<file path="src/rtl/io_key_handshake_responder.sv">
// rtl/io_key_handshake_responder.sv - subiu/desceu I/O key handshake responder
// Optional debounce counter enabled by macro IO_KEY_DEBOUNCE_EN.
module io_key_handshake_responder #(
   parameter int DATA_W          = 16,
   parameter int DEBOUNCE_CYCLES = 50000,
   parameter bit KEY_ACTIVE_LOW  = 1'b1
) (
   input  logic              clk,
   input  logic              rst_n,
   input  logic              key_raw,
   input  logic [DATA_W-1:0] switches,
   input  logic              io_req,
   input  logic              io_is_out,
   input  logic [DATA_W-1:0] acc_data,
   output logic              subiu,
   output logic              desceu,
   output logic [DATA_W-1:0] in_data,
   output logic [DATA_W-1:0] out_data,
   output logic              busy
);

   typedef enum logic [2:0] {
      S_IDLE,
      S_WAIT_UP,
      S_ARMED,
      S_PRESSED,
      S_RELEASED
   } state_t;

   // Synchronizer resets to the raw "released" level so reset never fakes a press.
   localparam logic RAW_RELEASED = KEY_ACTIVE_LOW ? 1'b1 : 1'b0;

   logic key_s1, key_s2, key_lvl, key_db;
   logic press_evt, release_evt;

   always_ff @(posedge clk) begin
      if (!rst_n) begin
         key_s1 <= RAW_RELEASED;
         key_s2 <= RAW_RELEASED;
      end else begin
         key_s1 <= key_raw;
         key_s2 <= key_s1;
      end
   end

   assign key_lvl = KEY_ACTIVE_LOW ? ~key_s2 : key_s2;

`ifdef IO_KEY_DEBOUNCE_EN
   localparam int CNT_W = $clog2(DEBOUNCE_CYCLES + 1);
   localparam logic [CNT_W-1:0] CNT_LAST = CNT_W'(DEBOUNCE_CYCLES - 1);

   logic [CNT_W-1:0] db_cnt;
   logic             key_q;

   // Flip on the edge where the count would reach DEBOUNCE_CYCLES.
   always_ff @(posedge clk) begin
      if (!rst_n) begin
         db_cnt      <= '0;
         key_q       <= 1'b0;
         press_evt   <= 1'b0;
         release_evt <= 1'b0;
      end else begin
         press_evt   <= 1'b0;
         release_evt <= 1'b0;
         if (key_lvl == key_q) begin
            db_cnt <= '0;
         end else if (db_cnt == CNT_LAST) begin
            key_q       <= key_lvl;
            db_cnt      <= '0;
            press_evt   <= key_lvl;
            release_evt <= ~key_lvl;
         end else begin
            db_cnt <= db_cnt + 1'b1;
         end
      end
   end

   assign key_db = key_q;
`else
   logic key_q;

   always_ff @(posedge clk) begin
      if (!rst_n) key_q <= 1'b0;
      else        key_q <= key_lvl;
   end

   assign key_db      = key_lvl;
   assign press_evt   = key_lvl & ~key_q;
   assign release_evt = ~key_lvl & key_q;
`endif

   state_t state, state_nxt;
   logic   cap_in, cap_out;

   always_comb begin
      state_nxt = state;
      cap_in    = 1'b0;
      cap_out   = 1'b0;
      case (state)
         S_IDLE: begin
            if (io_req) state_nxt = key_db ? S_WAIT_UP : S_ARMED;
         end
         S_WAIT_UP: begin
            if (!io_req)          state_nxt = S_IDLE;
            else if (release_evt) state_nxt = S_ARMED;
         end
         S_ARMED: begin
            // Abort takes priority over a coincident press: no capture.
            if (!io_req) begin
               state_nxt = S_IDLE;
            end else if (press_evt) begin
               state_nxt = S_PRESSED;
               cap_in    = ~io_is_out;
               cap_out   = io_is_out;
            end
         end
         S_PRESSED: begin
            if (!io_req)          state_nxt = S_IDLE;
            else if (release_evt) state_nxt = S_RELEASED;
         end
         S_RELEASED: begin
            if (!io_req) state_nxt = S_IDLE;
         end
         default: state_nxt = S_IDLE;
      endcase
   end

   always_ff @(posedge clk) begin
      if (!rst_n) begin
         state    <= S_IDLE;
         subiu    <= 1'b0;
         desceu   <= 1'b0;
         in_data  <= '0;
         out_data <= '0;
      end else begin
         state  <= state_nxt;
         subiu  <= (state_nxt == S_PRESSED) || (state_nxt == S_RELEASED);
         desceu <= (state_nxt == S_RELEASED);
         if (cap_in)  in_data  <= switches;
         if (cap_out) out_data <= acc_data;
      end
   end

   assign busy = (state != S_IDLE);

endmodule
</file>
<file path="config.mk">
export PLATFORM = sky130hd
export DESIGN_NAME = io_key_handshake_responder
export DESIGN_NICKNAME = d
export VERILOG_FILES = /design/src/rtl/io_key_handshake_responder.sv
export SDC_FILE = /design/constraint.sdc
export NUM_CORES = 1
export LEC_CHECK = 0
export ABC_AREA = 1
export ABC_CLOCK_PERIOD_IN_PS = 1600
export CORE_MARGIN = 3
export CORE_UTILIZATION = 42
export DETAILED_ROUTE_END_ITERATION = 7
export PLACE_DENSITY_LB_ADDON = 0.12
export REMOVE_ABC_BUFFERS = 1
export SLEW_MARGIN = 20
export SYNTH_ARGS = -nofsm -noshare
export SYNTH_HDL_FRONTEND = slang
export SYNTH_SLANG_ARGS = --single-unit
</file>
<file path="constraint.sdc">
create_clock -name clk -period 1.6 [get_ports clk]
set_input_delay 0.24 -clock clk [delete_from_list [all_inputs] [get_ports clk]]
set_output_delay 0.24 -clock clk [all_outputs]
set_load 0.01 [all_outputs]
</file>
Yosys cells after proc, flatten, opt, wreduce, memory -nomap -nowiden
Cells that the tools add are included.
{"block": "word_totals", "reg_bits": 40, "output_inout_bits": 35, "word_cells": 38}
{"block": "op_classes", "n_eq_ne": 6, "muxes": 16, "bitwise_logic": 5, "reduce_logical": 3}
{"operator": "3-bit 2-to-1 mux", "n": 8}
{"operator": "3-bit case mux with 5 select lines", "n": 1}
{"operator": "3-bit by 2-bit equality test with 1-bit output (second input constant)", "n": 3}
{"operator": "3-bit equality test (second input constant)", "n": 2}
{"operator": "1-bit 2-to-1 mux", "n": 6}
{"operator": "3-bit by 1-bit equality test with 1-bit output (second input constant)", "n": 1}
{"operator": "3-bit zero test", "n": 1}
{"operator": "1-bit inverter", "n": 3}
{"operator": "3-bit nonzero test", "n": 1}
{"operator": "1-bit AND", "n": 2}
{"operator": "2-bit 2-to-1 mux", "n": 1}
{"operator": "1-bit logical OR", "n": 1}

Longest topological paths before layout
Gate-level depths: netlist of the first run.
{"block": "depth", "word_depth": 7, "ltp_mapped": 8, "ltp_nobuf": 8}

Worst setup path before layout of the first run
OpenSTA, ideal clock, no wires.
{"block": "synth_timing", "kind": "reg2reg", "from": "register key_s2", "to": "register in_data[11]", "setup_time_ns": 0.113, "arrival_ns": 1.023, "required_ns": 1.487, "path_slack_ns": 0.465, "path_stages_with_launch": 8, "n_path_buf": 1, "path_cell_list": "dfxtp_1 nor2_2 nand4_4 nor2_4 buf_6 nand2_1 nand2_1 nor2_1"}
{"block": "synth_via", "elab_chain_len": 5}
{"element": "start, declared", "line_no": "33", "text": "logic key_s1, key_s2, key_lvl, key_db;"}
{"element": "start signal, assigned", "line_no": "42", "text": "key_s2 <= key_s1;"}
{"element": "1-bit inverter", "line_no": "46", "text": "assign key_lvl = KEY_ACTIVE_LOW ? ~key_s2 : key_s2;"}
{"element": "1-bit AND", "line_no": "88", "text": "assign press_evt = key_lvl & ~key_q;"}
{"element": "1-bit 2-to-1 mux", "line_no": "111", "text": "end else if (press_evt) begin"}
{"element": "1-bit 2-to-1 mux", "line_no": "109", "text": "if (!io_req) begin"}
{"element": "1-bit 2-to-1 mux", "line_no": "99", "text": "case (state)"}
{"element": "end signal, assigned", "line_no": "139", "text": "if (cap_in) in_data <= switches;"}
{"element": "end, declared", "line_no": "17", "text": "output logic [DATA_W-1:0] in_data,"}
Every way passes these cells.
A chain may end at the register's enable or synchronous reset.

Worst setup path in the final report of the first run
{"block": "layout_timing", "from": "register out_data[4]", "to": "output port out_data[4]"}
{"element": "start, declared", "line_no": "18", "text": "output logic [DATA_W-1:0] out_data,"}
{"element": "start signal, assigned", "line_no": "140", "text": "if (cap_out) out_data <= acc_data;"}
No word-level cell between the ends.

==> metrics.txt, run 1 <==
# TYPE chip_impl_metric gauge
chip_impl_metric{name="cp_num_buf_inv",unit=""} 1
chip_impl_info{name="timing.critical_path.to_type",value="primary output"} 1
chip_impl_info{name="timing.hold.worst_endpoint",value="key_s2$_SDFF_PN1_"} 1
chip_impl_metric{name="drive_gt1_frac",unit=""} 0.0615
chip_impl_metric{name="final_min_period_over_clock_period",unit=""} 0.886
chip_impl_metric{name="dpl_worst_slack",unit="ns"} -0.0199
chip_impl_metric{name="p_total",unit="uW"} 1940
chip_impl_metric{name="die_outline_width",unit="um"} 69.8
chip_impl_metric{name="core-area",unit="mm2"} 0.00380
chip_impl_metric{name="antenna-diode-count",unit=""} 0
chip_impl_metric{name="synth_area",unit="mm2"} 0.00171
chip_impl_info{name="worst_setup_path_start_kind",value="register"} 1
chip_impl_metric{name="post_synth_num_cell_types",unit=""} 17
chip_impl_metric{name="firstDrtPassIters",unit=""} 4
chip_impl_info{name="setup.worst_path.class",value="reg -> out"} 1
chip_impl_metric{name="largest_vdd_supply_drop",unit="V"} 0.000683
chip_impl_info{name="status",value="finished, final reports clean"} 1
chip_impl_metric{name="worst-r2r-cell-count",unit=""} 7
chip_impl_metric{name="reg2reg_slack",unit="ns"} 0.34
chip_impl_metric{name="fin_tns_setup",unit="ns"} 0
chip_impl_metric{name="critPathMaxFanout",unit=""} 2
chip_impl_metric{name="floorplan.die_area",unit="mm2"} 0.00487
chip_impl_metric{name="cts_inserted_buffers",unit=""} 5
chip_impl_metric{name="worst-slew-pin-transition",unit="ns"} 0.259
chip_impl_info{name="netlist_top_cells_area",value="sky130_fd_sc_hd__dfxtp_1, sky130_fd_sc_hd__nand2_1, sky130_fd_sc_hd__nor2_1, sky130_fd_sc_hd__inv_1, sky130_fd_sc_hd__buf_6"} 1
chip_impl_info{name="cts_tree",value="yes"} 1
chip_impl_info{name="crit_family",value="buffers and inverters"} 1
chip_impl_metric{name="area_growth_syn_to_layout",unit="%"} 50.5
chip_impl_metric{name="cts-htree-levels",unit=""} 2
chip_impl_metric{name="clk_pin_slew_worst_paths",unit="ns"} 0.07
chip_impl_info{name="final_common_cell",value="sky130_fd_sc_hd__nand2_1"} 1
chip_impl_metric{name="post_drt_wl_per_cell",unit="um"} 9.52
chip_impl_metric{name="cap_violations",unit=""} 0
chip_impl_metric{name="drt_drc_violations_left",unit=""} 0
chip_impl_metric{name="via_count",unit=""} 1566
chip_impl_metric{name="clock_sink_count",unit=""} 40
chip_impl_metric{name="antenna_left",unit=""} 0
chip_impl_metric{name="ys_seq_elements",unit=""} 40
chip_impl_metric{name="detailedPlacementHpwl",unit="mm"} 2.66
chip_impl_metric{name="floorplan.rows",unit=""} 22
chip_impl_metric{name="slew_headroom",unit=""} 0.827
chip_impl_metric{name="synth_top_area_frac",unit=""} 0.469
chip_impl_metric{name="largest_net_degree_at_the_start_of_global_routing",unit=""} 33
chip_impl_metric{name="fmax",unit="GHz"} 0.705
chip_impl_info{name="timing.critical_path.cells",value="clkdlybuf4s50_1"} 1
chip_impl_metric{name="postCtsSetupRepairBufs",unit=""} 0
chip_impl_metric{name="final-max-slew-violation-count",unit=""} 0
chip_impl_info{name="hp-class",value="reg -> reg"} 1
chip_impl_metric{name="vias_per_cell",unit=""} 4.20
chip_impl_metric{name="nets",unit=""} 362
chip_impl_metric{name="ys_warn_count",unit=""} 0
chip_impl_metric{name="via_count_of_the_first_global_routing_pass",unit=""} 1417
chip_impl_metric{name="first_pass_grt_wire_length",unit="mm"} 6.00
chip_impl_metric{name="finClkSkew",unit="ns"} 0.00409
chip_impl_metric{name="detail_route.wirelength",unit="mm"} 3.55
chip_impl_metric{name="timing.final.setup_violations",unit=""} 0
chip_impl_metric{name="io-pin-count",unit=""} 72
chip_impl_metric{name="critical-path-max-stage-delay",unit="ns"} 0.55
chip_impl_metric{name="fin_ws",unit="ns"} 0.182
chip_impl_metric{name="number_of_antenna_violations_at_the_first_check_in_global_routing",unit=""} 0
chip_impl_metric{name="drt_first_iter_violations",unit=""} 25
chip_impl_info{name="worst_r2r_endpoint",value="in_data[4]$_SDFFE_PN0P_"} 1
chip_impl_metric{name="p_leak",unit="uW"} 0.00119
chip_impl_metric{name="clkLatencyLatePin",unit="ns"} 0.28
chip_impl_metric{name="final.min_clock_period",unit="ns"} 1.42
chip_impl_metric{name="max-clock-path-buffers",unit=""} 2
chip_impl_metric{name="synth_seq_area_share",unit=""} 0.469
chip_impl_metric{name="synthesis.area_per_instance",unit="um2"} 6.78
chip_impl_info{name="clock_tree.root_cell",value="sky130_fd_sc_hd__clkbuf_8"} 1
chip_impl_metric{name="timing.final.hold_violations",unit=""} 0
chip_impl_metric{name="port_buffers",unit=""} 71
chip_impl_info{name="rr_startpoint",value="key_s2$_SDFF_PN1_"} 1
chip_impl_metric{name="cell_count_after_synthesis",unit=""} 252
chip_impl_metric{name="grt_use_total",unit=""} 0.151
chip_impl_metric{name="critical_path_required",unit="ns"} 1.36
chip_impl_metric{name="data_arrival_time_of_the_critical_path",unit="ns"} 1.18
chip_impl_metric{name="globalRouteOverflowTotal",unit=""} 0
chip_impl_info{name="layout.cells.most_common_list",value="sky130_fd_sc_hd__nand2_1, sky130_fd_sc_hd__clkdlybuf4s50_1, sky130_fd_sc_hd__nor2_1"} 1
chip_impl_info{name="crit_path_top_delay_cell",value="sky130_fd_sc_hd__clkdlybuf4s50_1"} 1
chip_impl_metric{name="place_congestion",unit=""} 0.802
chip_impl_info{name="netlist.top_cell.by_area",value="sky130_fd_sc_hd__dfxtp_1"} 1
chip_impl_metric{name="die-height",unit="um"} 69.8
chip_impl_metric{name="worstHoldPathCells",unit=""} 1
chip_impl_metric{name="floorplan.initialDensity",unit=""} 0.450
chip_impl_metric{name="power.density_cell_area",unit="mW/mm2"} 753
chip_impl_info{name="unrepaired_setup_endpoints_after_global_routing",value="false"} 1
chip_impl_info{name="holdCritStartpoint",value="key_s1$_SDFF_PN1_"} 1
==> worst max-delay path by stage <==
stage	from	endpoint	cells after the start
final	out_data[4]$_SDFFE_PN0P_	out_data[4]	1
after global routing	out_data[4]$_SDFFE_PN0P_	out_data[4]	1
after CTS	state[2]$_SDFF_PN0_	busy	3
after detailed placement	io_req	in_data[13]$_SDFFE_PN0P_	7
after global placement	io_req	out_data[9]$_SDFFE_PN0P_	7
after floorplan	key_s2$_SDFF_PN1_	out_data[0]$_SDFFE_PN0P_	6
==> synthesized netlist by cell type (all sizes together) <==
cell type / instances
a21boi: 1
nand4: 3
nand2: 75
inv: 41
nand3: 5
dfxtp: 40
a21oi: 1
buf: 10
nor2: 73
o21ai: 1
or2: 2
==> sequential cells by signal (all words and copies together), names as in the netlist <==
register / count
in_data: 16
out_data: 16
state: 3
desceu: 1
key_q: 1
key_s1: 1
key_s2: 1
subiu: 1
==> area by class of cell <==
class	instances	area [um2]
fill	350	1230
sequential	40	803
timing repair buffer	76	788
multi-input combinational	161	669
inverter	41	154
clock buffer	7	96.3
tap	48	60.1
==> timing repair <==
action | in CTS | in global routing
cloned | 0 | 0
gates resized for setup | 2 | 1
hold buffers | 0 | 0
endpoints found under the setup margin | 1 | 1
pin swaps | 0 | 0
==> metrics by stage <==
stage               utilization  instances  hold WS [ns]  instance area, um2
floorplan                     -        242         0.338                1620
global placement          0.650        366         0.391                2470
detailed placement        0.650        366         0.393                2470
CTS                       0.676        373         0.409                2570
global route              0.677        373         0.417                2570
finish                    0.677        373         0.405                2570
==> power breakdown <==
group	switching, uW	leakage [uW]	internal [uW]
clock network	308	0.0000503	384
registers	8.81	0.000324	1010
logic	90.9	0.000816	135
==> worst reg2reg max path, stage by stage, from the launching register on <==
cell	delay (ns)
sky130_fd_sc_hd__dfxtp_1	0.35
sky130_fd_sc_hd__nor2_2	0.17
sky130_fd_sc_hd__nand4_4	0.15
sky130_fd_sc_hd__nor2_4	0.13
sky130_fd_sc_hd__buf_12	0.18
sky130_fd_sc_hd__nand2_1	0.07
sky130_fd_sc_hd__nand2_1	0.06
sky130_fd_sc_hd__nor2_1	0.04
==> cells by family (layout without fill, tap and decap cells) <==
kind of cell | Yosys count | in the layout | synth area share
and+or+nand+nor | 158 | 158 | 0.382
DFF | 40 | 40 | 0.469
buffers and inverters | 51 | 124 | 0.139
AOI/OAI and AO/OA | 3 | 3 | 0.0103
==> metal layers <==
layer | wire, um | GRT usage
met3 | 196 | 0.0522
met5 | 0 | 0
met4 | 36 | 0.0638
met2 | 1860 | 0.274
met1 | 1460 | 0.157
No activity file was read; power rests on OpenSTA's default activity.
==> run 2, diff against run 1 <==
Settings changed: ABC_CLOCK_PERIOD_IN_PS 1600 to 1300, CORE_UTILIZATION 42 to 38.
Clock period 1.6 ns to 1.3 ns, I/O delays scaled along.
==> run 2 against run 1 <==
Sequential share of layout area decreased by 0.48 points. Final cell count is 3.2% higher. Count of clock-buffer cells in the layout rose by 1. Global-route usage is 1.5 points lower. Highest routed layer unchanged. Via count increased by 2.9%. Worst setup slack worse by 0.093 ns. Register-to-register slack lost 0.25 ns. Non-clock buffer count rose by 9. Largest cell class is now buffers. Clock power increased by 19%. Die area grew 9.6%. Routed wire length up 1.5%. Combinational power is 29% higher.
==> metrics.txt, run 2 (same netlist as run 1, synthesis figures left out) <==
# TYPE chip_impl_metric gauge
chip_impl_metric{name="fmax",unit="GHz"} 0.826
chip_impl_metric{name="design_internal_power",unit="uW"} 1850
chip_impl_metric{name="floorplan.rows",unit=""} 23
chip_impl_metric{name="detailedPlacementHpwl",unit="mm"} 2.63
chip_impl_metric{name="grt_use_total",unit=""} 0.136
chip_impl_metric{name="critPathMaxFanout",unit=""} 16
chip_impl_metric{name="die-height",unit="um"} 73.0
chip_impl_metric{name="first_pass_grt_wire_length",unit="mm"} 5.75
chip_impl_info{name="layout.cells.most_common_list",value="sky130_fd_sc_hd__nand2_1, sky130_fd_sc_hd__nor2_1, sky130_fd_sc_hd__inv_1"} 1
chip_impl_metric{name="critical_path_required",unit="ns"} 1.48
chip_impl_metric{name="antenna-diode-count",unit=""} 0
chip_impl_info{name="worst_setup_path_start_kind",value="register"} 1
chip_impl_metric{name="share_comb_of_total_power",unit=""} 0.123
chip_impl_info{name="timing.critical_path.to_type",value="register"} 1
chip_impl_info{name="timing.hold.worst_endpoint",value="key_s2$_SDFF_PN1_"} 1
chip_impl_metric{name="floorplan.die_area",unit="mm2"} 0.00533
chip_impl_metric{name="firstDrtPassIters",unit=""} 4
chip_impl_info{name="rr_startpoint",value="state[1]$_SDFF_PN0_"} 1
chip_impl_metric{name="fin_ws",unit="ns"} 0.0887
chip_impl_metric{name="largest_vdd_supply_drop",unit="V"} 0.000636
chip_impl_info{name="status",value="finished, final reports clean"} 1
chip_impl_metric{name="detail_route.wirelength",unit="mm"} 3.60
chip_impl_metric{name="switchingPower",unit="uW"} 519
chip_impl_metric{name="place_congestion",unit=""} 0.862
chip_impl_metric{name="io-pin-count",unit=""} 72
chip_impl_metric{name="nets",unit=""} 371
chip_impl_metric{name="vias_per_cell",unit=""} 4.18
chip_impl_metric{name="globalRouteOverflowTotal",unit=""} 0
chip_impl_metric{name="data_arrival_time_of_the_critical_path",unit="ns"} 1.39
chip_impl_metric{name="p_leak",unit="uW"} 0.00139
chip_impl_metric{name="via_count",unit=""} 1611
chip_impl_info{name="clock_tree.root_cell",value="sky130_fd_sc_hd__clkbuf_8"} 1
chip_impl_metric{name="finClkSkew",unit="ns"} 0.00390
chip_impl_metric{name="timing.final.setup_violations",unit=""} 0
chip_impl_metric{name="worst-slew-pin-transition",unit="ns"} 0.185
chip_impl_metric{name="final_min_period_over_clock_period",unit=""} 0.932
chip_impl_metric{name="floorplan.initialDensity",unit=""} 0.409
chip_impl_metric{name="worst-r2r-cell-count",unit=""} 7
chip_impl_metric{name="drive_gt1_frac",unit=""} 0.0925
chip_impl_metric{name="utilization",unit=""} 0.627
chip_impl_metric{name="share_clk_of_total_power",unit=""} 0.348
chip_impl_metric{name="dpl_worst_slack",unit="ns"} -0.170
chip_impl_info{name="timing.critical_path.cells",value="buf_6, nand4_4, nor2_4, buf_12, nand2_1, nand2_1, nor2_1"} 1
chip_impl_metric{name="via_count_of_the_first_global_routing_pass",unit=""} 1370
chip_impl_info{name="final_common_cell",value="sky130_fd_sc_hd__nand2_1"} 1
chip_impl_info{name="worst_path_most_repeated_cell",value="sky130_fd_sc_hd__nand2_1"} 1
chip_impl_metric{name="final-max-slew-violation-count",unit=""} 0
chip_impl_metric{name="worstHoldPathCells",unit=""} 1
chip_impl_metric{name="slew_headroom",unit=""} 0.877
chip_impl_metric{name="final.min_clock_period",unit="ns"} 1.21
chip_impl_metric{name="power.density_cell_area",unit="mW/mm2"} 905
chip_impl_info{name="holdCritStartpoint",value="key_s1$_SDFF_PN1_"} 1
chip_impl_metric{name="power.share.sequential",unit=""} 0.529
chip_impl_metric{name="post_drt_wl_per_cell",unit="um"} 9.36
chip_impl_metric{name="clkLatencyLatePin",unit="ns"} 0.28
chip_impl_metric{name="number_of_antenna_violations_at_the_first_check_in_global_routing",unit=""} 0
chip_impl_metric{name="die_outline_width",unit="um"} 73.0
chip_impl_metric{name="cts-htree-levels",unit=""} 2
chip_impl_metric{name="core-area",unit="mm2"} 0.00417
chip_impl_metric{name="timing.final.hold_violations",unit=""} 0
chip_impl_metric{name="antenna_left",unit=""} 0
chip_impl_metric{name="port_buffers",unit=""} 71
chip_impl_info{name="cp-startpoint",value="state[1]$_SDFF_PN0_"} 1
chip_impl_metric{name="cts_inserted_buffers",unit=""} 5
chip_impl_metric{name="clock_sink_count",unit=""} 40
chip_impl_metric{name="reg2reg_slack",unit="ns"} 0.09
chip_impl_metric{name="max-clock-path-buffers",unit=""} 2
chip_impl_info{name="unrepaired_setup_endpoints_after_global_routing",value="true"} 1
chip_impl_info{name="setup.worst_path.class",value="reg -> reg"} 1
chip_impl_metric{name="drt_drc_violations_left",unit=""} 0
chip_impl_metric{name="largest_net_degree_at_the_start_of_global_routing",unit=""} 33
chip_impl_metric{name="critical-path-max-stage-delay",unit="ns"} 0.35
chip_impl_metric{name="drt_first_iter_violations",unit=""} 73
chip_impl_info{name="crit_path_top_delay_cell",value="sky130_fd_sc_hd__dfxtp_1"} 1
chip_impl_info{name="cts_tree",value="yes"} 1
chip_impl_metric{name="cap_violations",unit=""} 0
chip_impl_info{name="worst_r2r_endpoint",value="in_data[0]$_SDFFE_PN0P_"} 1
chip_impl_info{name="hp-class",value="reg -> reg"} 1
chip_impl_metric{name="netSwitchingFraction",unit=""} 0.219
chip_impl_metric{name="area_growth_syn_to_layout",unit="%"} 53.1
chip_impl_metric{name="clk_pin_slew_worst_paths",unit="ns"} 0.07
chip_impl_info{name="reg_top3",value="in_data x16, out_data x16, state x3"} 1
run 2: cell count changes in the layout (fill, tap and decap cells not counted), sizes merged:
cell	change
buf	+8
clkdlybuf4s50	-34
dlymetal6s2s	-1
dlygate4sd2	+34
clkbuf	+3
run 2: cell type report:
class                   instances  area, um2
inverters                      41        154
flip-flops and latches         40        805
fillers                       400       1560
clock buffers                   8       90.1
multi-input cells             161        677
well taps                      50       62.6
repair buffers                 85        827
run 2: power by group through the flow:
stage,Combinational [uW],Clock (uW),Sequential (uW)
6_report,292,824,1250
3_5_place_dp,298,0,1280
2_1_floorplan,95.3,0,1290
3_3_place_gp,297,0,1280
5_1_grt,323,904,1250
4_1_cts,293,851,1250
run 2: layer usage:
layer,vias up,routed length (um),global-route usage
met5,-,0,0
li1,890,-,-
met4,0,24,0.0553
met1,671,1630,0.169
met3,2,346,0.0551
met2,48,1600,0.210
run 2: worst max path at each step:
stage,to,slack [ns]
global placement,in_data[0]$_SDFFE_PN0P_,-0.15
floorplan,out_data[0]$_SDFFE_PN0P_,0.0001
finish,in_data[0]$_SDFFE_PN0P_,0.09
global route,in_data[0]$_SDFFE_PN0P_,-0.003
CTS,busy,0.006
detailed placement,out_data[5]$_SDFFE_PN0P_,-0.17
run 2: repair_timing:
action,CTS,global route
pin swaps,1,1
endpoints found under the hold margin,0,0
cloned,0,1
hold buffers,0,0
gates resized for setup,38,5
endpoints found under the setup margin,35,12
setup buffers,0,1
run 2: worst max-delay path: cells and delay by family (launching register included):
family / cells / cell delay, ns
AND/OR/NAND/NOR: 5 / 0.46
buffers and inverters: 2 / 0.29
flip-flops: 1 / 0.35
run 2: stage by stage:
stage	setup TNS [ns]	instance area, um2	hold WS (ns)	std cells	power (uW)
3_5_place_dp	-5.25	2520	0.400	375	1580
5_1_grt	-0.0120	2620	0.448	385	2480
2_1_floorplan	0	1620	0.293	242	1380
3_3_place_gp	-4.76	2520	0.387	375	1580
6_report	0	2620	0.412	385	2370
4_1_cts	0	2570	0.417	383	2390
